===== src/rtl/sender_pkg.sv =====
// Shared types, constants and the CRC-8 helper for the sender framing path.
package sender_pkg;

    typedef enum logic [2:0] {
        StIdle,
        StPreamble,
        StSfd,
        StHeader,
        StPayload,
        StCrc
    } state_e;

    localparam logic [7:0] CRC8_POLY             = 8'h07;
    localparam logic [7:0] DEFAULT_PREAMBLE_BYTE = 8'h55;
    localparam logic [7:0] DEFAULT_SFD_BYTE      = 8'hD5;

    // MSB-first, non-reflected, no final XOR.
    function automatic logic [7:0] crc8_update(input logic [7:0] crc, input logic [7:0] data);
        logic [7:0] c;
        c = crc ^ data;
        for (int i = 0; i < 8; i++) begin
            c = c[7] ? ({c[6:0], 1'b0} ^ CRC8_POLY) : {c[6:0], 1'b0};
        end
        return c;
    endfunction

endpackage


===== src/rtl/sample_fifo.sv =====
// Synchronous FIFO with asynchronous active-high reset; a push into a full FIFO
// succeeds when a pop happens in the same cycle.
module sample_fifo #(
    parameter int unsigned WIDTH = 8,
    parameter int unsigned DEPTH = 4
) (
    input  logic             clock,
    input  logic             reset,
    input  logic             push,
    input  logic             pop,
    input  logic [WIDTH-1:0] din,
    output logic [WIDTH-1:0] dout,
    output logic             full,
    output logic             empty
);

    localparam int unsigned AW = (DEPTH > 1) ? $clog2(DEPTH) : 1;

    logic [WIDTH-1:0] mem_q [DEPTH];
    logic [AW-1:0]    wr_ptr_q, wr_ptr_d;
    logic [AW-1:0]    rd_ptr_q, rd_ptr_d;
    logic [AW:0]      count_q, count_d;
    logic             do_push, do_pop;

    assign empty   = (count_q == '0);
    assign full    = (count_q == (AW + 1)'(DEPTH));
    assign do_pop  = pop & ~empty;
    assign do_push = push & (~full | do_pop);
    assign dout    = mem_q[rd_ptr_q];

    always_comb begin
        wr_ptr_d = do_push ? wr_ptr_q + AW'(1) : wr_ptr_q;
        rd_ptr_d = do_pop ? rd_ptr_q + AW'(1) : rd_ptr_q;
        count_d  = count_q;
        if (do_push && !do_pop) begin
            count_d = count_q + (AW + 1)'(1);
        end else if (!do_push && do_pop) begin
            count_d = count_q - (AW + 1)'(1);
        end
    end

    always_ff @(posedge clock or posedge reset) begin
        if (reset) begin
            wr_ptr_q <= '0;
            rd_ptr_q <= '0;
            count_q  <= '0;
        end else begin
            wr_ptr_q <= wr_ptr_d;
            rd_ptr_q <= rd_ptr_d;
            count_q  <= count_d;
        end
    end

    // Storage needs no reset: the pointers alone define the contents.
    always_ff @(posedge clock) begin
        if (do_push) begin
            mem_q[wr_ptr_q] <= din;
        end
    end

endmodule


===== src/rtl/sender_frame_scheduler.sv =====
// Samples the ADC at a divided rate into a FIFO and emits framed bytes
// (preamble, SFD, sequence header, payload, CRC-8) over a valid/ready stream.
module sender_frame_scheduler
    import sender_pkg::*;
#(
    parameter int unsigned SAMPLE_DIV    = 360,
    parameter int unsigned FIFO_DEPTH    = 4,
    parameter int unsigned PREAMBLE_LEN  = 8,
    parameter int unsigned PAYLOAD_LEN   = 16,
    parameter logic [7:0]  PREAMBLE_BYTE = DEFAULT_PREAMBLE_BYTE,
    parameter logic [7:0]  SFD_BYTE      = DEFAULT_SFD_BYTE
) (
    input  logic       clock,
    input  logic       reset,
    input  logic       sender_sync_in,
    input  logic [7:0] sender_ad,
    output logic [7:0] sym_data,
    output logic       sym_valid,
    input  logic       sym_ready,
    output logic       sym_last,
    output logic       sender_sync_out,
    output logic       overrun,
    output logic [7:0] frame_seq
);

    localparam int unsigned MAX_LEN = (PREAMBLE_LEN > PAYLOAD_LEN) ? PREAMBLE_LEN : PAYLOAD_LEN;
    localparam int unsigned CNT_W   = $clog2(MAX_LEN + 1);
    localparam int unsigned DIV_W   = $clog2(SAMPLE_DIV);

    state_e           state_q, state_d;
    logic [DIV_W-1:0] div_cnt_q, div_cnt_d;
    logic [CNT_W-1:0] byte_cnt_q, byte_cnt_d;
    logic [7:0]       crc_q, crc_d;
    logic [7:0]       seq_q, seq_d;
    logic             overrun_q, overrun_d;

    logic       tick;
    logic       accept;
    logic       fifo_pop;
    logic       fifo_full;
    logic       fifo_empty;
    logic [7:0] fifo_dout;

    sample_fifo #(
        .WIDTH (8),
        .DEPTH (FIFO_DEPTH)
    ) u_sample_fifo (
        .clock (clock),
        .reset (reset),
        .push  (tick),
        .pop   (fifo_pop),
        .din   (sender_ad),
        .dout  (fifo_dout),
        .full  (fifo_full),
        .empty (fifo_empty)
    );

    assign tick      = sender_sync_in & (div_cnt_q == DIV_W'(SAMPLE_DIV - 1));
    assign accept    = sym_valid & sym_ready;
    assign overrun   = overrun_q;
    assign frame_seq = seq_q;

    // State register.
    always_ff @(posedge clock or posedge reset) begin
        if (reset) begin
            state_q <= StIdle;
        end else begin
            state_q <= state_d;
        end
    end

    // Next-state logic: every move except the frame start waits for a handshake.
    always_comb begin
        state_d = state_q;
        unique case (state_q)
            StIdle: begin
                if (sender_sync_in && !fifo_empty) state_d = StPreamble;
            end
            StPreamble: begin
                if (accept && byte_cnt_q == CNT_W'(PREAMBLE_LEN - 1)) state_d = StSfd;
            end
            StSfd: begin
                if (accept) state_d = StHeader;
            end
            StHeader: begin
                if (accept) state_d = StPayload;
            end
            StPayload: begin
                if (accept && byte_cnt_q == CNT_W'(PAYLOAD_LEN - 1)) state_d = StCrc;
            end
            StCrc: begin
                if (accept) state_d = StIdle;
            end
            default: state_d = StIdle;
        endcase
    end

    // Outputs decode registered state only; sym_ready merely gates the pop and sync pulse.
    always_comb begin
        sym_valid = 1'b0;
        sym_data  = '0;
        sym_last  = 1'b0;
        fifo_pop  = 1'b0;
        unique case (state_q)
            StIdle: ;
            StPreamble: begin
                sym_valid = 1'b1;
                sym_data  = PREAMBLE_BYTE;
            end
            StSfd: begin
                sym_valid = 1'b1;
                sym_data  = SFD_BYTE;
            end
            StHeader: begin
                sym_valid = 1'b1;
                sym_data  = seq_q;
            end
            StPayload: begin
                sym_valid = ~fifo_empty;
                sym_data  = fifo_dout;
                fifo_pop  = ~fifo_empty & sym_ready;
            end
            StCrc: begin
                sym_valid = 1'b1;
                sym_data  = crc_q;
                sym_last  = 1'b1;
            end
            default: ;
        endcase
    end

    assign sender_sync_out = (state_q == StSfd) & sym_ready;

    always_comb begin
        div_cnt_d = div_cnt_q + DIV_W'(1);
        if (!sender_sync_in || tick) begin
            div_cnt_d = '0;
        end

        byte_cnt_d = byte_cnt_q;
        if (state_d != state_q) begin
            byte_cnt_d = '0;
        end else if (accept && (state_q == StPreamble || state_q == StPayload)) begin
            byte_cnt_d = byte_cnt_q + CNT_W'(1);
        end

        crc_d = crc_q;
        if (accept) begin
            if (state_q == StSfd) begin
                crc_d = 8'h00;
            end else if (state_q == StHeader || state_q == StPayload) begin
                crc_d = crc8_update(crc_q, sym_data);
            end
        end

        seq_d = (accept && state_q == StCrc) ? seq_q + 8'd1 : seq_q;

        // A tick into a full FIFO is only lost when no pop frees a slot that cycle.
        overrun_d = overrun_q | (tick & fifo_full & ~fifo_pop);
    end

    always_ff @(posedge clock or posedge reset) begin
        if (reset) begin
            div_cnt_q  <= '0;
            byte_cnt_q <= '0;
            crc_q      <= '0;
            seq_q      <= '0;
            overrun_q  <= 1'b0;
        end else begin
            div_cnt_q  <= div_cnt_d;
            byte_cnt_q <= byte_cnt_d;
            crc_q      <= crc_d;
            seq_q      <= seq_d;
            overrun_q  <= overrun_d;
        end
    end

endmodule


===== config.mk =====
export PLATFORM = sky130hd
export DESIGN_NAME = sender_frame_scheduler
export DESIGN_NICKNAME = d
export VERILOG_FILES = /design/src/rtl/sender_pkg.sv /design/src/rtl/sample_fifo.sv /design/src/rtl/sender_frame_scheduler.sv
export SDC_FILE = /design/constraint.sdc
export NUM_CORES = 1
export LEC_CHECK = 0
export CAP_MARGIN = 10
export CORE_ASPECT_RATIO = 1.2
export CORE_UTILIZATION = 45
export DETAILED_ROUTE_END_ITERATION = 8
export HOLD_SLACK_MARGIN = 0.15
export PLACE_DENSITY = 0.63
export SETUP_SLACK_MARGIN = 0.4
export SLEW_MARGIN = 20
export SYNTH_ARGS = -nofsm -noshare
export SYNTH_HDL_FRONTEND = slang
export SYNTH_SLANG_ARGS = --single-unit
export TNS_END_PERCENT = 30

===== constraint.sdc =====
create_clock -name clock -period 4.4 [get_ports clock]
set_input_delay 0.88 -clock clock [delete_from_list [all_inputs] [get_ports clock]]
set_output_delay 0.88 -clock clock [all_outputs]
set_load 0.005 [all_outputs]

==> results by group, run 1 <==
Setup path
  • Critical Path Start Type: input pin
  • Crit end category: output pin
  • CP required: 3.52 ns
  • Crit Path Class: input pin to output pin
  • CP max stage cell: clkdlybuf4s50_1
  • Max stage delay on crit path: 0.69 ns
  • Crit path from: sym_ready
  • Worst R2R Start: state_q[2]$_DFF_PP0_
  • Arr. time, crit path: between 2 and 3 ns
  • CP cell instances: clkdlybuf4s50_1, nor2b_1, and2_1, clkdlybuf4s50_1
  • Worst path most repeated cell: clkdlybuf4s50_1
  • Max FO, Critical Path: 11
  • R2R cell count: 10

Floorplanning
  • Core Box Area: ~0.0090 sq mm
  • Row cnt: 38
  • Die X: 89.9 microns
  • DIE AREA: 0.00965 sq mm
  • Starting Density: approximately 46%
  • Ports: 32
  • Die H: around 110 microns

Logic synthesis
  • Syn Inst Count: 387
  • Ranking of synthesized cells by area: dfrtp_1 (25%), edfxtp_1 (23%), xnor2_1 (5.3%)
  • Unique masters post-synth: 58
  • Prevailing post-synth register cell: dfrtp_1
  • Synth warn: 0
  • Top cell type's share of synthesized area: 24.6%
  • Post-synth net total: 409
  • Area leader, netlist: dfrtp_1
  • Mapped cell area: approximately 0.0042 sq mm
  • Post-synth EDFFs: 32
  • Ys async rst share: 56.2%
  • Mean Syn Cell Area: 10.8 sq um
  • Flop and latch count out of synthesis: 73
  • Post-synthesis sequential area ratio: 47.7%

STA
  • Clock Skews: 0.00901 ns
  • Final Setup Violations: 0
  • Worst slew margin: 36.6%
  • Setup_tns: 0 ns
  • Period utilisation layout: 79.8%
  • Fmax: ~280 MHz
  • Unrepaired setup endpoints after global routing: false
  • Hold Slack: 0.465 ns
  • Post-route minimum period: 3.51 ns
  • Worst slew pin tran: 0.945 ns
  • Fin. Hold Viols: 0
  • Final Max Slew Viols: 0

Power and ir drop
  • Internal power: 1520 uW
  • P_leak: 0.00182 uW
  • Total power: approximately 2300 uW
  • Pwr Density: slightly below 500 mW/mm^2
  • Clock group share of total power: ~26%
  • Share of power burned in registers: about two fifths
  • P_sw: 815 uW
  • Comb pwr share: between 30% and 40%
  • Switching share of total power: 35.0%
  • Worst VDD drop: 0.212 mV

CTS
  • Clock tree root buffer cell: clkbuf_8
  • Post-cts gate resize count: 0
  • Count of clock tree sinks: 73
  • Insertion delay to the later sink of the worst-skew pair: 0.35 ns
  • H-tree depth: 3
  • Num CTS Buffers: 9
  • Postcts setup bufs: 0
  • Cts hold-fix bufs: 0
  • TritonCTS clock tree: yes
  • Clock slew at reported path FFs: 0.08 ns
  • Longest Clk Path Bufs: 2

Global route
  • GRT met3 Usage: 3.67%
  • GR met2 Demand/Resource: 32.9%
  • GRT overflow: 0
  • Total GRT Usage: 18.7%
  • Global-route met1 utilization: 23.3%
  • Largest net degree at the start of global routing: 28
  • Vias in the first global route: roughly 2900
  • Initial antenna violation count: 0
  • First-pass GRT wire length: around 14000 microns
  • Gr busiest metal: met2

Placed design
  • GP Congestion: slightly below 0.8
  • IO Port Bufs: 31
  • Hpwl dp: 6090 microns
  • Placed cell areas: 0.00449 sq mm

Drt
  • Drt first pass iters: 4
  • Post-detailed-route count of antenna-violating nets: 0
  • Avg WL per Cell: around 16 microns
  • DRC: 0
  • Via-per-instance ratio: between 5 and 6
  • Vias: around 2900
  • DRT iter0 DRCs: 175
  • DRT Wirelength: 8510 microns

Run status
  • Outcome: complete, no violations

Run
  • Max Cap Violations: 0

Worst hold path
  • Hold_sp: div_cnt_q[0]$_DFF_PP0_
  • Hold/Removal Path Class: flop to flop
  • Hold Crit Depth: 1

Finish
  • Antenna cell count: 0
  • Fraction of layout cells with a size suffix above 1: 9.16%
  • Final nets: 432
  • Layout overhead on the synthesized area: 13.2%
  • Design Area, Final: 0.00472 sq mm
cell usage after synthesis, drive strengths merged (12+ instances only):
cell type	number
a21oi	19
clkbuf	17
dfrtp	41
edfxtp	32
nand2	37
nand3	12
nor2	34
nor3	12
o21ai	24
xnor2	26
xor2	13
flip-flops by register name (all words and copies together), names as in the netlist:
name	cells
u_sample_fifo.count_q	3
u_sample_fifo.wr_ptr_q	2
frame_seq	8
overrun	1
u_sample_fifo.rd_ptr_q	2
byte_cnt_q	5
div_cnt_q	9
crc_q	8
u_sample_fifo.mem_q	32
state_q	3
logic make-up (layout without fill, tap and decap cells):
logic type	after synthesis	after routing	share of synthesized area (%)
AOI/OAI and AO/OA	79	79	12.4
xor gates and xnor gates	39	39	8.56
adders and majority gates	10	10	3.18
buffers and inverters	36	64	5.34
DFF	73	73	47.7
muxes	20	20	7.63
and+or+nand+nor	130	130	15.2
final cells by class:
cell class	count	area [sq um]
clock inverters	7	103
inverters	11	41.3
multi-input cells	278	1960
well taps	120	150
fillers	808	4320
repair buffers	37	355
flip-flops and latches	73	1990
clock buffers	9	124
per-stage QoR:
stage | cells | utilization, % | worst slack, ns
final | 535 | 52.2 | 0.889
after global routing | 535 | 52.2 | 0.756
after CTS | 535 | 52.2 | 0.841
after detailed placement | 519 | 49.7 | 0.599
after global placement | 519 | 49.7 | 0.722
after floorplan | 387 | - | 1.40
power by group through the flow:
stage,logic (uW),clock network [uW],registers [uW]
3_5_place_dp,833,0,912
3_3_place_gp,819,0,907
2_1_floorplan,701,0,850
5_1_grt,922,637,915
6_report,836,595,899
4_1_cts,839,609,898
critical path: cells and delay by family:
family,cells,cell delay (ns)
buf+inv,2,1.19
simple gates,2,0.55
per-layer routing:
layer / vias to the layer above / wire length [microns]
met3: 10 / 200
met4: 0 / 111
li1: 1440 / -
met5: - / 0
met2: 45 / 4310
met1: 1432 / 3890
cells in the final DEF (no fill, tap or decap), types with 2 or more instances in the layout:
cell type	synthesis	layout
inv_1	10	9
mux2i_1	10	10
nand3_1	12	12
mux4_1	4	4
nor3b_1	4	4
a21oi_1	16	16
nor2_1	34	34
and2_1	7	7
and3_1	9	9
edfxtp_1	32	32
a211oi_1	2	2
ha_1	9	9
and4_1	2	2
a21oi_2	2	2
a22oi_1	3	3
bufinv_16	0	2
xnor2_1	25	25
nand4_1	6	6
clkdlybuf4s50_1	0	31
clkbuf_8	6	9
or3_1	2	2
o21ai_0	24	24
inv_6	0	2
a31oi_1	4	4
clkinv_1	1	2
nand2_1	37	37
clkinv_4	0	2
mux4_2	4	4
o211ai_1	2	2
dfrtp_1	41	41
nor2b_1	2	2
buf_4	2	6
a221oi_1	5	5
mux2_2	2	2
o22ai_1	8	8
nor3_1	11	11
xor2_1	12	12
final timing paths:
| path | to | slack, ns |
|---|---|---|
| worst max register to register | u_sample_fifo.count_q[2]$_DFFE_PP0P_ | 1.16 |
| min in group asynchronous | div_cnt_q[8]$_DFF_PP0_ | 0.93 |
| worst min register to register | div_cnt_q[0]$_DFF_PP0_ | 0.47 |
| worst min-delay path | div_cnt_q[0]$_DFF_PP0_ | 0.47 |
| max in group asynchronous | crc_q[5]$_DFFE_PP0P_ | 2.78 |
| worst max-delay path | sender_sync_out | 0.89 |
No activity file was read; power rests on OpenSTA's default activity.
==> inputs of run 2 (changes only) <==
Settings changed: PLACE_DENSITY 0.63 to 0.66.
Clock period 4.4 ns to 2.9 ns, I/O delays scaled along.
==> results by group, run 2 (same netlist as run 1, synthesis figures left out) <==
Run status
  • Outcome: complete, no violations

Setup path
  • Arr. time, crit path: 1.95 ns
  • Critical Path End: sender_sync_out
  • CP required: 2.32 ns
  • Worst path most repeated cell: clkdlybuf4s50_1
  • CP cell instances: clkdlybuf4s50_1, nor2b_4, and2_1, clkdlybuf4s50_1
  • Setup slack, reg-to-reg: 0.45 ns
  • Max stage delay on crit path: 0.51 ns
  • Worst Path Buf+Inv: 2
  • Max FO, Critical Path: 5
  • R2R cell count: 10
  • Crit path from: sym_ready
  • Crit end category: output pin
  • Worst R2R Start: u_sample_fifo.rd_ptr_q[0]$_DFFE_PP0P_
  • Crit-path leading delay family: buffers and inverters
  • CP max stage cell: clkdlybuf4s50_1
  • Worst r2r dst: crc_q[2]$_DFFE_PP0P_
  • Crit Path Class: input pin to output pin
  • Total stage count of the critical path: 4
  • Critical Path Start Type: input pin

STA
  • Unrepaired setup endpoints after global routing: true
  • Final Setup Violations: 0
  • Post-route minimum period: roughly 2.5 ns
  • Period utilisation layout: 87.2%
  • Worst slew margin: 49.1%
  • Setup_tns: 0 ns
  • Fmax: just under 400 MHz
  • Final Max Slew Viols: 0
  • Final setup margin: 0.372 ns
  • Clock Skews: 0.0126 ns
  • Worst slew pin tran: between 0.7 and 0.8 ns
  • Fin. Hold Viols: 0

Floorplanning
  • Starting Density: approximately 46%
  • Die H: 107 microns
  • Ports: 32
  • DIE AREA: 0.00965 sq mm
  • Die X: roughly 90 microns
  • Row cnt: 38
  • Core Box Area: between 0.009 and 0.01 sq mm

Placed design
  • IO Port Bufs: 31
  • Hpwl dp: around 6000 microns
  • Placed cell areas: about 0.0046 sq mm
  • Setup slack after placement: 0.159 ns
  • GP Congestion: 0.811

Finish
  • Layout overhead on the synthesized area: 20.9%
  • Largest reg by FF count: u_sample_fifo.mem_q
  • Most common cell after layout, fill and taps aside: nand2_1
  • Final nets: 462
  • Design Area, Final: 0.00504 sq mm
  • Fraction of layout cells with a size suffix above 1: 23.6%
  • Largest register FFs: 32
  • Filler cell count: 771
  • Commonest cells after routing, fill and taps aside: nand2_1 (36), dfrtp_1 (35), nor2_1 (32), edfxtp_1 (32), buf_4 (31)
  • Antenna cell count: 0
  • Biggest regs: u_sample_fifo.mem_q (32), div_cnt_q (9)

CTS
  • Insertion delay to the later sink of the worst-skew pair: 0.36 ns
  • Cts hold-fix bufs: 0
  • Clock slew at reported path FFs: ~0.08 ns
  • Clock tree root buffer cell: clkbuf_8
  • Count of clock tree sinks: 73
  • H-tree depth: 3
  • Num CTS Buffers: 9
  • TritonCTS clock tree: yes
  • Longest Clk Path Bufs: 2

Global route
  • Largest net degree at the start of global routing: 42
  • Initial antenna violation count: 0
  • First-pass GRT wire length: 15100 microns
  • Vias in the first global route: between 3000 and 4000
  • GRT overflow: 0
  • Total GRT Usage: 20.2%

Power and ir drop
  • Clock group share of total power: approximately 23%
  • P_sw: around 1300 uW
  • Comb pwr share: 39.5%
  • Pwr Density: 718 mW/mm^2
  • Switching share of total power: between 30% and 40%
  • Worst VDD drop: around 0.36 mV
  • P_leak: 0.00198 uW
  • Share of power burned in registers: a little under two fifths
  • Internal power: 2300 uW

Drt
  • Avg WL per Cell: ~16 microns
  • Drt first pass iters: 4
  • Via-per-instance ratio: 5.53
  • DRC: 0
  • DRT iter0 DRCs: 232
  • DRT Wirelength: 9220 microns
  • Post-detailed-route count of antenna-violating nets: 0
  • Vias: 3126

Run
  • Max Cap Violations: 0

Worst hold path
  • Hold/Removal Path Class: flop to flop
[run 2: cell types whose count changed in the layout (fill, tap and decap cells not counted), moves of 3 or more]
cell / before / now
buf_4: 6 / 31
a221oi_1: 5 / 1
o21ai_0: 24 / 19
dfrtp_1: 41 / 35
mux4_2: 4 / 8
buf_2: 0 / 6
clkdlybuf4s50_1: 31 / 23
mux4_1: 4 / 0
a221oi_2: 0 / 4
dfrtp_2: 0 / 6
o21ai_2: 0 / 3
[run 2: layout make-up]
class	count	area, sq um	share of cell area (%)
clock inverters	7	78.8	1.56
inverters	11	45.0	0.894
well taps	120	150	2.98
repair buffers	67	591	11.7
flip-flops and latches	73	1990	39.6
multi-input cells	278	2050	40.8
clock buffers	9	124	2.46
[run 2: stage by stage]
stage	hold slack, ns	total power, uW	util [%]	std cells
4_1_cts	0.469	3510	54.1	552
3_5_place_dp	0.459	2670	50.8	527
5_1_grt	0.507	3840	55.8	565
3_3_place_gp	0.456	2640	50.8	527
2_1_floorplan	0.433	2360	-	387
6_report	0.491	3620	55.8	565
[run 2: worst min-delay path by stage]
stage | start | endpoint | slack [ns] | depth (start not counted)
2_1_floorplan | div_cnt_q[0]$_DFF_PP0_ | div_cnt_q[0]$_DFF_PP0_ | 0.43 | 1
3_3_place_gp | div_cnt_q[0]$_DFF_PP0_ | div_cnt_q[0]$_DFF_PP0_ | 0.46 | 1
3_5_place_dp | div_cnt_q[0]$_DFF_PP0_ | div_cnt_q[0]$_DFF_PP0_ | 0.46 | 1
4_1_cts | div_cnt_q[0]$_DFF_PP0_ | div_cnt_q[0]$_DFF_PP0_ | 0.47 | 1
5_1_grt | overrun$_DFF_PP0_ | overrun$_DFF_PP0_ | 0.51 | 1
6_report | overrun$_DFF_PP0_ | overrun$_DFF_PP0_ | 0.49 | 1
[run 2: repair_timing]
| item | CTS | global route |
|---|---|---|
| setup endpoints to repair | 14 | 20 |
| setup buffers | 8 | 13 |
| resized for setup | 47 | 20 |
| hold endpoints to repair | 0 | 0 |
| pin swaps | 3 | 10 |
| gates cloned | 1 | 0 |
[run 2: power by group through the flow]
stage	logic, uW	clock network, uW	registers (uW)
after global routing	1580	888	1380
after CTS	1300	850	1360
final	1430	830	1360
after detailed placement	1290	0	1380
after floorplan	1070	0	1290
after global placement	1270	0	1370
[run 2: metal layers]
metal / vias up / GRT usage (%) / share of wire [%]
met3: 15 / 4.03 / 3.8
li1: 1506 / - / -
met5: - / 0 / 0
met4: 0 / 8.76 / 2.2
met2: 72 / 33.4 / 49
met1: 1533 / 25.9 / 45
==> inputs of run 3 (changes only) <==
Settings changed: SETUP_SLACK_MARGIN 0.4 to not set, SLEW_MARGIN 20 to not set.
==> results by group, run 3 (same netlist as run 1, synthesis figures left out) <==
CTS
  • Cts hold-fix bufs: 0
  • Count of clock tree sinks: 73
  • Num CTS Buffers: 9
  • H-tree depth: 3
  • Insertion delay to the later sink of the worst-skew pair: 0.35 ns
  • TritonCTS clock tree: yes
  • Clock slew at reported path FFs: about 0.090 ns
  • Longest Clk Path Bufs: 2
  • Clock tree root buffer cell: clkbuf_8

Finish
  • Most common cell after layout, fill and taps aside: dfrtp_1
  • Antenna cell count: 0
  • Design Area, Final: 0.00479 sq mm
  • Layout overhead on the synthesized area: 14.9%
  • Biggest regs: u_sample_fifo.mem_q (32), div_cnt_q (9)
  • Largest reg by FF count: u_sample_fifo.mem_q
  • Final nets: 445
  • Filler cell count: 816
  • Largest register FFs: 32
  • Fin cells: 548
  • Commonest cells after routing, fill and taps aside: dfrtp_1 (38), nand2_1 (37), nor2_1 (34)
  • Final core occ: a little over half
  • Fraction of layout cells with a size suffix above 1: 13.3%

Placed design
  • Placed cell count: 529
  • Placed cell areas: 0.00458 sq mm
  • IO Port Bufs: 31
  • Hpwl dp: slightly below 6000 microns
  • GP Congestion: 0.831
  • Setup slack after placement: 0.145 ns

Power and ir drop
  • P_leak: between 0.0015 and 0.002 uW
  • P_sw: 1260 uW
  • Pwr Density: 708 mW/mm^2
  • Internal power: between 2000 and 2500 uW
  • Share of power burned in registers: 40.3%
  • Worst VDD drop: 0.318 mV
  • Switching share of total power: roughly 37%
  • Clock group share of total power: 21.9%
  • Comb pwr share: 37.8%

Floorplanning
  • Core Box Area: 0.00903 sq mm
  • Die H: 107 microns
  • Die X: about 90 microns
  • Row cnt: 38
  • Ports: 32
  • Starting Density: a little under half
  • DIE AREA: 0.00965 sq mm

Global route
  • First-pass GRT wire length: 14500 microns
  • Largest net degree at the start of global routing: 42
  • GRT overflow: 0
  • Vias in the first global route: 2951
  • Initial antenna violation count: 0
  • Total GRT Usage: 19.1%

Setup path
  • Worst r2r dst: u_sample_fifo.count_q[2]$_DFFE_PP0P_
  • CP required: 2.32 ns
  • Critical Path Start Type: flop
  • Crit path from: u_sample_fifo.rd_ptr_q[0]$_DFFE_PP0P_
  • R2R cell count: 10
  • Worst R2R Start: state_q[2]$_DFF_PP0_
  • Crit Path Class: flop to output pin
  • Arr. time, crit path: 2.22 ns
  • Crit end category: output pin
  • Critical Path End: sym_data[5]
  • Max FO, Critical Path: 5
  • Setup slack, reg-to-reg: roughly 0.3 ns

STA
  • Hold Slack: 0.462 ns
  • Fmax: 357 MHz
  • Period utilisation layout: 96.7%
  • Final setup margin: 0.0951 ns
  • Final Max Slew Viols: 0
  • Fin. Hold Viols: 0
  • Post-route minimum period: 2.80 ns
  • Worst slew pin tran: just under 0.7 ns
  • Unrepaired setup endpoints after global routing: true
  • Clock Skews: ~0.013 ns
  • Worst slew margin: 53.7%
  • Final Setup Violations: 0

Run status
  • Outcome: complete, no violations

Drt
  • DRT iter0 DRCs: 160
  • Drt first pass iters: 4
  • Vias: 3008
  • DRT Wirelength: 8510 microns
  • DRC: 0
  • Post-detailed-route count of antenna-violating nets: 0
  • Via-per-instance ratio: 5.49
  • Avg WL per Cell: approximately 16 microns

Worst hold path
  • Hold/Removal Path Class: flop to flop

Run
  • Max Cap Violations: 0
## run 3: timing repair
action / CTS / global route
setup buffers: 3 / 0
gates resized for setup: 8 / 6
endpoints found under the setup margin: 8 / 7
## run 3: worst min path at each step
stage	to	start	depth (start not counted)	slack, ns
6_report	div_cnt_q[0]$_DFF_PP0_	div_cnt_q[0]$_DFF_PP0_	1	0.46
5_1_grt	overrun$_DFF_PP0_	overrun$_DFF_PP0_	1	0.52
4_1_cts	div_cnt_q[0]$_DFF_PP0_	div_cnt_q[0]$_DFF_PP0_	1	0.47
3_5_place_dp	div_cnt_q[0]$_DFF_PP0_	div_cnt_q[0]$_DFF_PP0_	1	0.45
3_3_place_gp	div_cnt_q[0]$_DFF_PP0_	div_cnt_q[0]$_DFF_PP0_	1	0.45
2_1_floorplan	div_cnt_q[0]$_DFF_PP0_	div_cnt_q[0]$_DFF_PP0_	1	0.43
## run 3: per-layer routing
metal | up-vias | share of wire (%) | global-route usage (%)
met5 | - | 0 | 0
met4 | 0 | 1.1 | 5.76
met1 | 1469 | 48 | 25.5
met2 | 61 | 48 | 31.3
met3 | 9 | 3.1 | 4.24
li1 | 1469 | - | -
## run 3: critical path: stages (launching register included)
cell and delay [ns]:
dfrtp_2 0.41, buf_4 0.17, mux4_2 0.55, mux2i_1 0.16, o21ai_0 0.12, clkdlybuf4s50_1 0.47
## run 3: layout make-up
type / count / area [sq um] / area share (%)
tap: 120 / 150 / 3.13
clock inverter: 7 / 53.8 / 1.12
multi-input combinational: 278 / 1950 / 40.8
inverter: 11 / 41.3 / 0.862
clock buffer: 9 / 124 / 2.59
timing repair buffer: 50 / 477 / 9.95
sequential: 73 / 1990 / 41.6
## run 3: power by group through the flow
stage / sequential (uW) / combinational (uW) / clock, uW
after floorplan: 1290 / 1060 / 0
after global placement: 1380 / 1260 / 0
after detailed placement: 1390 / 1280 / 0
after CTS: 1360 / 1280 / 758
after global routing: 1390 / 1430 / 808
final: 1370 / 1280 / 742
## run 3: through the flow
step | setup TNS [ns] | power [uW]
6_report | 0 | 3390
3_5_place_dp | 0 | 2670
3_3_place_gp | 0 | 2640
5_1_grt | -0.0363 | 3630
2_1_floorplan | 0 | 2350
4_1_cts | 0 | 3410
